===== config.mk =====
export PLATFORM = sky130hd
export DESIGN_NAME = bus_collect
export DESIGN_NICKNAME = d
export VERILOG_FILES = /design/src/rtl/bus_collect.sv
export SDC_FILE = /design/constraint.sdc
export NUM_CORES = 1
export LEC_CHECK = 0
export BUFFER_PORTS_ARGS = -buffer_cell sky130_fd_sc_hd__buf_2
export CAP_MARGIN = 10
export CORE_UTILIZATION = 45
export CTS_BUF_LIST = sky130_fd_sc_hd__clkbuf_4 sky130_fd_sc_hd__clkbuf_8
export CTS_CLUSTER_DIAMETER = 100
export DETAILED_ROUTE_END_ITERATION = 8
export HOLD_SLACK_MARGIN = 0.06
export PLACE_DENSITY = 0.66
export REMOVE_ABC_BUFFERS = 1
export SYNTH_ARGS = -nofsm -noshare
export SYNTH_HDL_FRONTEND = slang
export SYNTH_SLANG_ARGS = --single-unit

===== constraint.sdc =====
create_clock -name clock -period 2.5 [get_ports clock]
set_input_delay 0.125 -clock clock [delete_from_list [all_inputs] [get_ports clock]]
set_output_delay 0.125 -clock clock [all_outputs]
set_load 0.01 [all_outputs]

===== src/rtl/bus_collect.sv =====
// Serial frame collector: start bit, WIDTH data bits LSB first, optional even parity, stop bit.
// Holds the last received word with valid/error/overrun flags until acknowledged.
module bus_collect #(
  parameter int unsigned WIDTH     = 5,
  parameter bit          PARITY_EN = 1'b1
) (
  input  logic             clock,
  input  logic             reset,
  input  logic             i,
  input  logic             ack,
  output logic [WIDTH-1:0] word,
  output logic             valid,
  output logic             parity_err,
  output logic             frame_err,
  output logic             overrun,
  output logic             busy
);

  localparam int unsigned CW = (WIDTH > 1) ? $clog2(WIDTH) : 1;

  typedef enum logic [1:0] {IDLE, DATA, PARITY, STOP} state_t;

  state_t           state;
  state_t           state_nxt;
  logic [CW-1:0]    cnt;
  logic [WIDTH-1:0] shreg;
  logic             par_bit;
  logic             last_bit_c;

  assign last_bit_c = (cnt == CW'(WIDTH - 1));

  // State register
  always_ff @(posedge clock or posedge reset) begin
    if (reset) state <= IDLE;
    else       state <= state_nxt;
  end

  // Next-state logic
  always_comb begin
    state_nxt = state;
    case (state)
      IDLE:    if (i) state_nxt = DATA;
      DATA:    if (last_bit_c) state_nxt = PARITY_EN ? PARITY : STOP;
      PARITY:  state_nxt = STOP;
      STOP:    state_nxt = IDLE;
      default: state_nxt = IDLE;
    endcase
  end

  // Shift register, bit counter and held-word outputs
  always_ff @(posedge clock or posedge reset) begin
    if (reset) begin
      cnt        <= '0;
      shreg      <= '0;
      par_bit    <= 1'b0;
      word       <= '0;
      valid      <= 1'b0;
      parity_err <= 1'b0;
      frame_err  <= 1'b0;
      overrun    <= 1'b0;
      busy       <= 1'b0;
    end else begin
      busy <= (state_nxt != IDLE);
      case (state)
        IDLE: cnt <= '0;
        DATA: begin
          shreg <= {i, shreg[WIDTH-1:1]};
          cnt   <= cnt + CW'(1);
        end
        PARITY: par_bit <= i;
        default: ;
      endcase
      if (state == STOP) begin
        word       <= shreg;
        valid      <= 1'b1;
        parity_err <= PARITY_EN ? ((^shreg) ^ par_bit) : 1'b0;
        frame_err  <= i;
        // A simultaneous ack consumes the old word, so only an unacked overwrite is flagged
        overrun    <= !ack && (valid || overrun);
      end else if (ack && valid) begin
        valid   <= 1'b0;
        overrun <= 1'b0;
      end
    end
  end

endmodule

==> results of run 1 <==
-- per-layer routing --
layer,global-route usage [%],up-vias,routed length (microns)
met3,3.53,4,58
met5,0,-,0
met2,19.4,14,520
met4,8.82,0,27
li1,-,262,-
met1,18.3,247,636
-- worst min-delay path, cell delays in order --
cell     delay [ns]
buf_2          0.08
inv_1          0.04
nand2_1        0.07
nand2_1        0.05
-- power by group through the flow --
stage / registers [mW] / clock network [mW] / logic (mW)
6_report: 0.630 / 0.170 / 0.558
3_5_place_dp: 0.641 / 0 / 0.561
4_1_cts: 0.633 / 0.177 / 0.567
5_1_grt: 0.655 / 0.192 / 0.622
3_3_place_gp: 0.633 / 0 / 0.557
2_1_floorplan: 0.656 / 0 / 0.392
-- cells in the final DEF (no fill, tap or decap) --
cell type and instances:
a21oi_1 1, and2_1 1, inv_1 4, or2_1 1, o22ai_1 1, o21ai_0 6, nor2b_1 1, dlygate4sd3_1 1
nor2_1 1, nand2b_1 3, xnor2_1 2, xnor3_1 1, mux2_2 12, ha_1 2, clkbuf_4 4, nand2_1 7
buf_2 13, nand2_2 1, dfrtp_1 21, xor2_1 1, o21ai_1 2
-- flip-flops by register name, indices dropped and copies added, names as in the netlist --
name	cells
shreg	5
word	5
cnt	3
state	2
busy	1
frame_err	1
overrun	1
par_bit	1
parity_err	1
valid	1
-- kinds of logic (layout without fill, tap and decap cells) --
family | after synthesis | after routing
flops | 21 | 21
simple gates | 15 | 15
mux | 12 | 12
compound gates | 10 | 10
buf+inv | 6 | 22
xor+xnor | 4 | 4
fa+ha+maj | 2 | 2
-- final cells by class --
class                      count  share of cell area [%]
clock buffer                   4                    2.97
multi-input combinational     43                    33.0
sequential                    21                    52.0
inverter                       4                    1.49
tap                           25                    3.09
timing repair buffer          14                    7.43
-- through the flow --
stage | worst slack (ns) | hold WS [ns]
floorplan | 1.30 | 0.102
global placement | 1.20 | 0.297
detailed placement | 1.15 | 0.292
CTS | 1.13 | 0.0786
global route | 1.05 | 0.0981
finish | 1.15 | 0.0857
-- worst max-delay path by stage --
stage | slack, ns | cells past startpoint | endpoint
finish | 1.15 | 3 | busy
global route | 1.05 | 3 | busy
CTS | 1.13 | 2 | shreg[1]
detailed placement | 1.15 | 2 | shreg[1]
global placement | 1.20 | 2 | shreg[3]
floorplan | 1.30 | 2 | shreg[0]
-- what timing repair did --
item,4_1_cts,5_1_grt
hold buffers,1,0
setup buffers,0,0
endpoints found under the setup margin,0,0
endpoints found under the hold margin,21,0
==> metrics.txt, run 1 <==
CORE AREA ~1800 sq um; DIE WIDTH 46.6 microns; Req. time, crit path roughly 2.7 ns; syn avg cell area 12.8 sq um; dpl hpwl 887 microns; Clock Power Share 12.5%; P_int 0.908 mW; CP cell instances nand2b_1, o22ai_1, or2_1; post-route minimum period around 1.4 ns; clk_skew 0.00262 ns; CTS sink cnt 21; Vias 527; worst r2r src state[1]; vias per cell 4.75; CTS tree done; Starting Density 49.6%; Post-Synth XOR/XNOR Area around 5.5%; GRT overflow 0; nets@finish 93; hold endpoint valid; number of flops mapped to enable cells by yosys 0; Compound-Gate Fraction of Synth Area 5.74%; Worst-Skew Late Latency 0.30 ns; Total Die Area 2170 sq um; Final Cell Area 1010 sq um; Sw Share 33.1%; Pwr Density 1340 nW/um^2; Routability Congestion 0.663; CTS resizes 0; IR drop worst, VDD 0.715 mV; TNS Setup 0 ns; HP Start ack; drt total wl 1240 microns; NetSw 0.450 mW; clk root buf clkbuf_4; Pre-Repair DR Iteration Count 2; achievable clock frequency 738 MHz; FF+latch area 526 sq um; max_cap viols 0; Setup Viol. Count Final 0; fraction of synthesized area in multiplexers 15.1%; Reg2Reg Setup Slack 1.15 ns; Synth-to-Final Area Change 13.2%; drt wl/cell 11.2 microns; crit-path max cell delay around 0.51 ns; worst slew pin tran between 0.7 and 0.8 ns; worst hold stages 4; Critical Path Source state[1]; Yosys reg bits 21; Yosys top cell by area dfrtp_1; Hold Vio Cnt, Final 0; CP Data Arrival Time between 1.5 and 2 ns; multi-input logic area 334 sq um; Critical Path Fanout Max 9; largest net degree at the start of global routing 22; Placed Cells incl. Taps 106; Post-Synth Adder-Cell Area 2.80%; share of the synthesized area in the top cell type 58.8%; Max Slew Vio Count 0; filler cell count 160; largest family of logic cells by synthesized area multiplexers; count leader, synth dfrtp_1; Core Util, Final 56.1%; reg2reg path depth 3; Boundary Pins 14; outcome finished clean; first-pass GRT wire length 1970 microns; cell family with most CP delay simple AND/OR/NAND/NOR gates; clk slew on worst S/H paths 0.11 ns; drt drc 0; CP max stage cell dfrtp_1; CTS max path bufs 2; Antenna diodes 0; DRT antenna net count 0; Main synth FF type dfrtp_1; GRT Total Usage about 14%; CTS buffer count 3; Cell Rows 15; iteration-0 DRC count of the detailed router 4; RSZ-0062 raised after global routing false; Hold Crit Class input pin to flop; synth top area cells dfrtp_1 (59%), mux2_2 (15%), o21ai_0 (3.4%), nand2_1 (2.9%), ha_1 (2.8%); async set-reset flop share out of synthesis between 90% and 100%; CP Capture Type flop; share of the yosys chip area belonging to registers just under 60%; worst path buffer plus inverter count 0; register share of total power a little under half; Final Non-Filler Cells between 100 and 150; die height 46.6 microns; period utilisation layout 54.2%; port bufs 13; Power Total 1.36 mW; top cells by count, synth dfrtp_1 (21), mux2_2 (12), nand2_1 (7), o21ai_0 (6), inv_1 (4); worst rel slew slack approximately half; antenna violations before repair 0; WS Path Type flop to flop; leak pwr 0.481 nW; vias in the first global route 464; share of cells above drive strength 1 34.9%; placed inst area 971 sq um; YS warnings 0; Mapped Cells 70; CP Launch Type flop; Yosys cell types 20; worst reg2reg endpoint busy; Comb pwr share 41.1%; Post-Syn Area 893 sq um; simple-gate portion of the synthesized area 8.26%; H-tree levels 1
Note: power is estimated with default switching activity, not from simulation.
==> run 2: changes to the inputs <==
--- a/config.mk
+++ b/config.mk
@@ -5,6 +5,7 @@
 export SDC_FILE = /design/constraint.sdc
 export NUM_CORES = 1
 export LEC_CHECK = 0
+export ABC_AREA = 1
 export BUFFER_PORTS_ARGS = -buffer_cell sky130_fd_sc_hd__buf_2
 export CAP_MARGIN = 10
 export CORE_UTILIZATION = 45
@@ -12,7 +13,7 @@
 export CTS_CLUSTER_DIAMETER = 100
 export DETAILED_ROUTE_END_ITERATION = 8
 export HOLD_SLACK_MARGIN = 0.06
-export PLACE_DENSITY = 0.66
+export PLACE_DENSITY = 0.65
 export REMOVE_ABC_BUFFERS = 1
 export SYNTH_ARGS = -nofsm -noshare
 export SYNTH_HDL_FRONTEND = slang
==> constraint.sdc (replaced) <==
create_clock -name clock -period 1.3 [get_ports clock]
set_input_delay 0.065 -clock clock [delete_from_list [all_inputs] [get_ports clock]]
set_output_delay 0.065 -clock clock [all_outputs]
set_load 0.01 [all_outputs]
==> metrics.txt, run 2 <==
outcome finished clean; post-route minimum period 1.23 ns (-0.123 ns); most frequent cells in the layout nand2_1 (37), dfrtp_1 (21), o21ai_0 (17); Final Cell Area 1110 sq um (+9.5%); met1 Usage GRT 20.5% (+2.2 points); Reg2Reg Setup Slack 0.07 ns (-1.08 ns); clk root buf clkbuf_4; WS Path Type flop to flop; iteration-0 DRC count of the detailed router 33 (+29); port bufs 13 (unchanged); Worst-Skew Late Latency 0.30 ns (about the same); placed inst area 1040 sq um (+6.7%); vias per cell 4.63 (-2.5%); drt drc 0 (unchanged); share of the yosys chip area belonging to registers 56.9% (-1.9 points); worst r2r src cnt[0]; busiest metal layer after global routing met2; GRT Total Usage 15.2% (+1.4 points); Routability Congestion 0.735 (+11%); clk_skew 0.00240 ns (-0.000224 ns); die height 47.3 microns (+1.6%); reg2reg path depth 5 (+2); GRT overflow 0 (unchanged); async set-reset flop share out of synthesis 100% (unchanged); CP endpoint busy; Boundary Pins 14 (unchanged); Vias 736 (+40%); Req. time, crit path 1.49 ns (-1.20 ns); first-pass GRT wire length 2350 microns (+19%); Pre-Repair DR Iteration Count 4 (+2); Total Die Area 2240 sq um (+3.2%); Final Non-Filler Cells 159 (+43%); synth top area cells dfrtp_1 (57%), nand2_1 (15%), o21ai_0 (9.2%), inv_1 (6.5%), nand3_1 (3.3%); Power Total 2.69 mW (+98%); worst slack, placed 0.0628 ns (-1.09 ns); dpl hpwl 1100 microns (+24%); Critical Path Fanout Max 4 (-5); top cells by count, synth nand2_1 (37), dfrtp_1 (21), o21ai_0 (17), inv_1 (16), nand3_1 (6); CTS buffer count 3 (unchanged); DRT antenna net count 0 (unchanged); Global Route met3 Usage 2.31% (-1.2 points); Main synth FF type dfrtp_1; Post-Syn Area 923 sq um (+3.4%); crit-path max cell delay 0.41 ns (-0.10 ns); IR drop worst, VDD 1.35 mV (+88%); Antenna diodes 0 (unchanged); count leader, synth nand2_1; Yosys cell types 14 (-30%); Synth-to-Final Area Change 19.9%; DIE WIDTH 47.3 microns (+1.6%); share of the synthesized area in the top cell type 56.9% (-1.9 points); CORE AREA 1940 sq um (+7.8%); achievable clock frequency 812 MHz (+10%); Core Util, Final 57.0% (+0.91 points); CP cell instances inv_1, ha_1, a21oi_2, a21oi_1, or2_1; drt total wl 1580 microns (+27%); met2 usage 22.2% (+2.7 points); CP Launch Type flop; Hold Crit Class input pin to asynchronous set/reset pin; antenna violations before repair 0 (unchanged); Critical Path Source cnt[0]; Yosys reg bits 21 (unchanged); Pwr Density 2430 nW/um^2 (+81%); H-tree levels 1 (unchanged); slack of the critical path 0.0683 ns (-1.08 ns); nets@finish 139 (+49%); clk slew on worst S/H paths 0.11 ns (about the same); largest net degree at the start of global routing 22 (unchanged); Fin Hold WS 0.327 ns (+0.242 ns); Max Slew Vio Count 0 (unchanged); max_cap viols 0 (unchanged); TNS Setup 0 ns (unchanged); number of flops mapped to enable cells by yosys 0 (unchanged); Largest regs shreg x5, word x5, cnt x3; CTS tree done; Mapped Cells 109 (+56%); CP Data Arrival Time 1.43 ns (-0.12 ns); critical path depth 5 (+2); worst slew pin tran 0.272 ns (-0.495 ns); period utilisation layout 94.7% (+41 points); CTS max path bufs 2 (unchanged); Hold Vio Cnt, Final 0 (unchanged); drt wl/cell 9.91 microns (-11%); worst path buffer plus inverter count 1 (+1); Setup Viol. Count Final 0 (unchanged); vias in the first global route 584 (+26%); worst rel slew slack 81.8% (+33 points); YS warnings 0 (unchanged); CTS sink cnt 21 (unchanged); cell family with most CP delay flip-flops; commonest non-fill, non-tap cell in the layout nand2_1; share of cells above drive strength 1 18.2% (-17 points); Starting Density 47.6% (-2.0 points); leak pwr 0.598 nW (+24%); Yosys top cell by area dfrtp_1; CP Capture Type flop; worst reg2reg endpoint busy; Cell Rows 16 (+1); Placed Cells incl. Taps 151 (+42%); CP max stage cell dfrtp_1; syn avg cell area 8.47 sq um (-34%)
## run 2: changes by cell type in the layout (fill, tap and decap cells not counted), moves of 3 or more
| cell | before | now |
|---|---|---|
| nand3_1 | 0 | 6 |
| mux2_2 | 12 | 0 |
| buf_4 | 0 | 5 |
| nand2b_1 | 3 | 0 |
| nand2_1 | 7 | 37 |
| inv_1 | 4 | 16 |
| o21ai_0 | 6 | 17 |
## run 2: cell families after synthesis
family                   after synthesis  synth area share, %
buffers and inverters                 19                 8.67
adder cells (fa/ha/maj)                2                 2.71
AO/OA/AOI/OAI                         22                 12.3
AND/OR/NAND/NOR                       45                 19.4
flip-flops                            21                 56.9
## run 2: area by class of cell
type                       count  area (sq um)
fill                         192           835
sequential                    21           526
multi-input combinational     69           322
timing repair buffer          21           133
inverter                      17          63.8
tap                           27          33.8
clock buffer                   4          30.0
## run 2: where the power goes
part           leakage [nW]  total [mW]  internal [mW]  switching [mW]
registers             0.262        1.16          0.953           0.209
logic                 0.317        1.20          0.509           0.694
clock network        0.0184       0.327          0.140           0.186
total                 0.598        2.69           1.60            1.09
## run 2: tightest hold or removal path, cell delays in order
cell and delay [ns]:
dlygate4sd3_1 0.53, buf_2 0.12, inv_1 0.04, buf_4 0.27
## run 2: what timing repair did
item	CTS	global route
buffers inserted	0	1
endpoints found under the hold margin	25	0
gates resized for setup	0	1
hold buffers	3	0
endpoints found under the setup margin	0	1
## run 2: metal layers
metal | vias to the layer above | part of all wire (%)
li1 | 388 | -
met1 | 334 | 51
met2 | 12 | 45
met3 | 2 | 2.9
met4 | 0 | 0.89
met5 | - | 0
## run 2: how the worst min path moves through the flow
| stage | end | slack [ns] | cells after the start |
|---|---|---|---|
| final | overrun | 0.33 | 4 |
| after global routing | cnt[2] | 0.36 | 4 |
| after CTS | word[1] | 0.32 | 4 |
| after detailed placement | word[1] | 0.11 | 3 |
| after global placement | cnt[2] | 0.11 | 3 |
| after floorplan | busy | 0.04 | 1 |
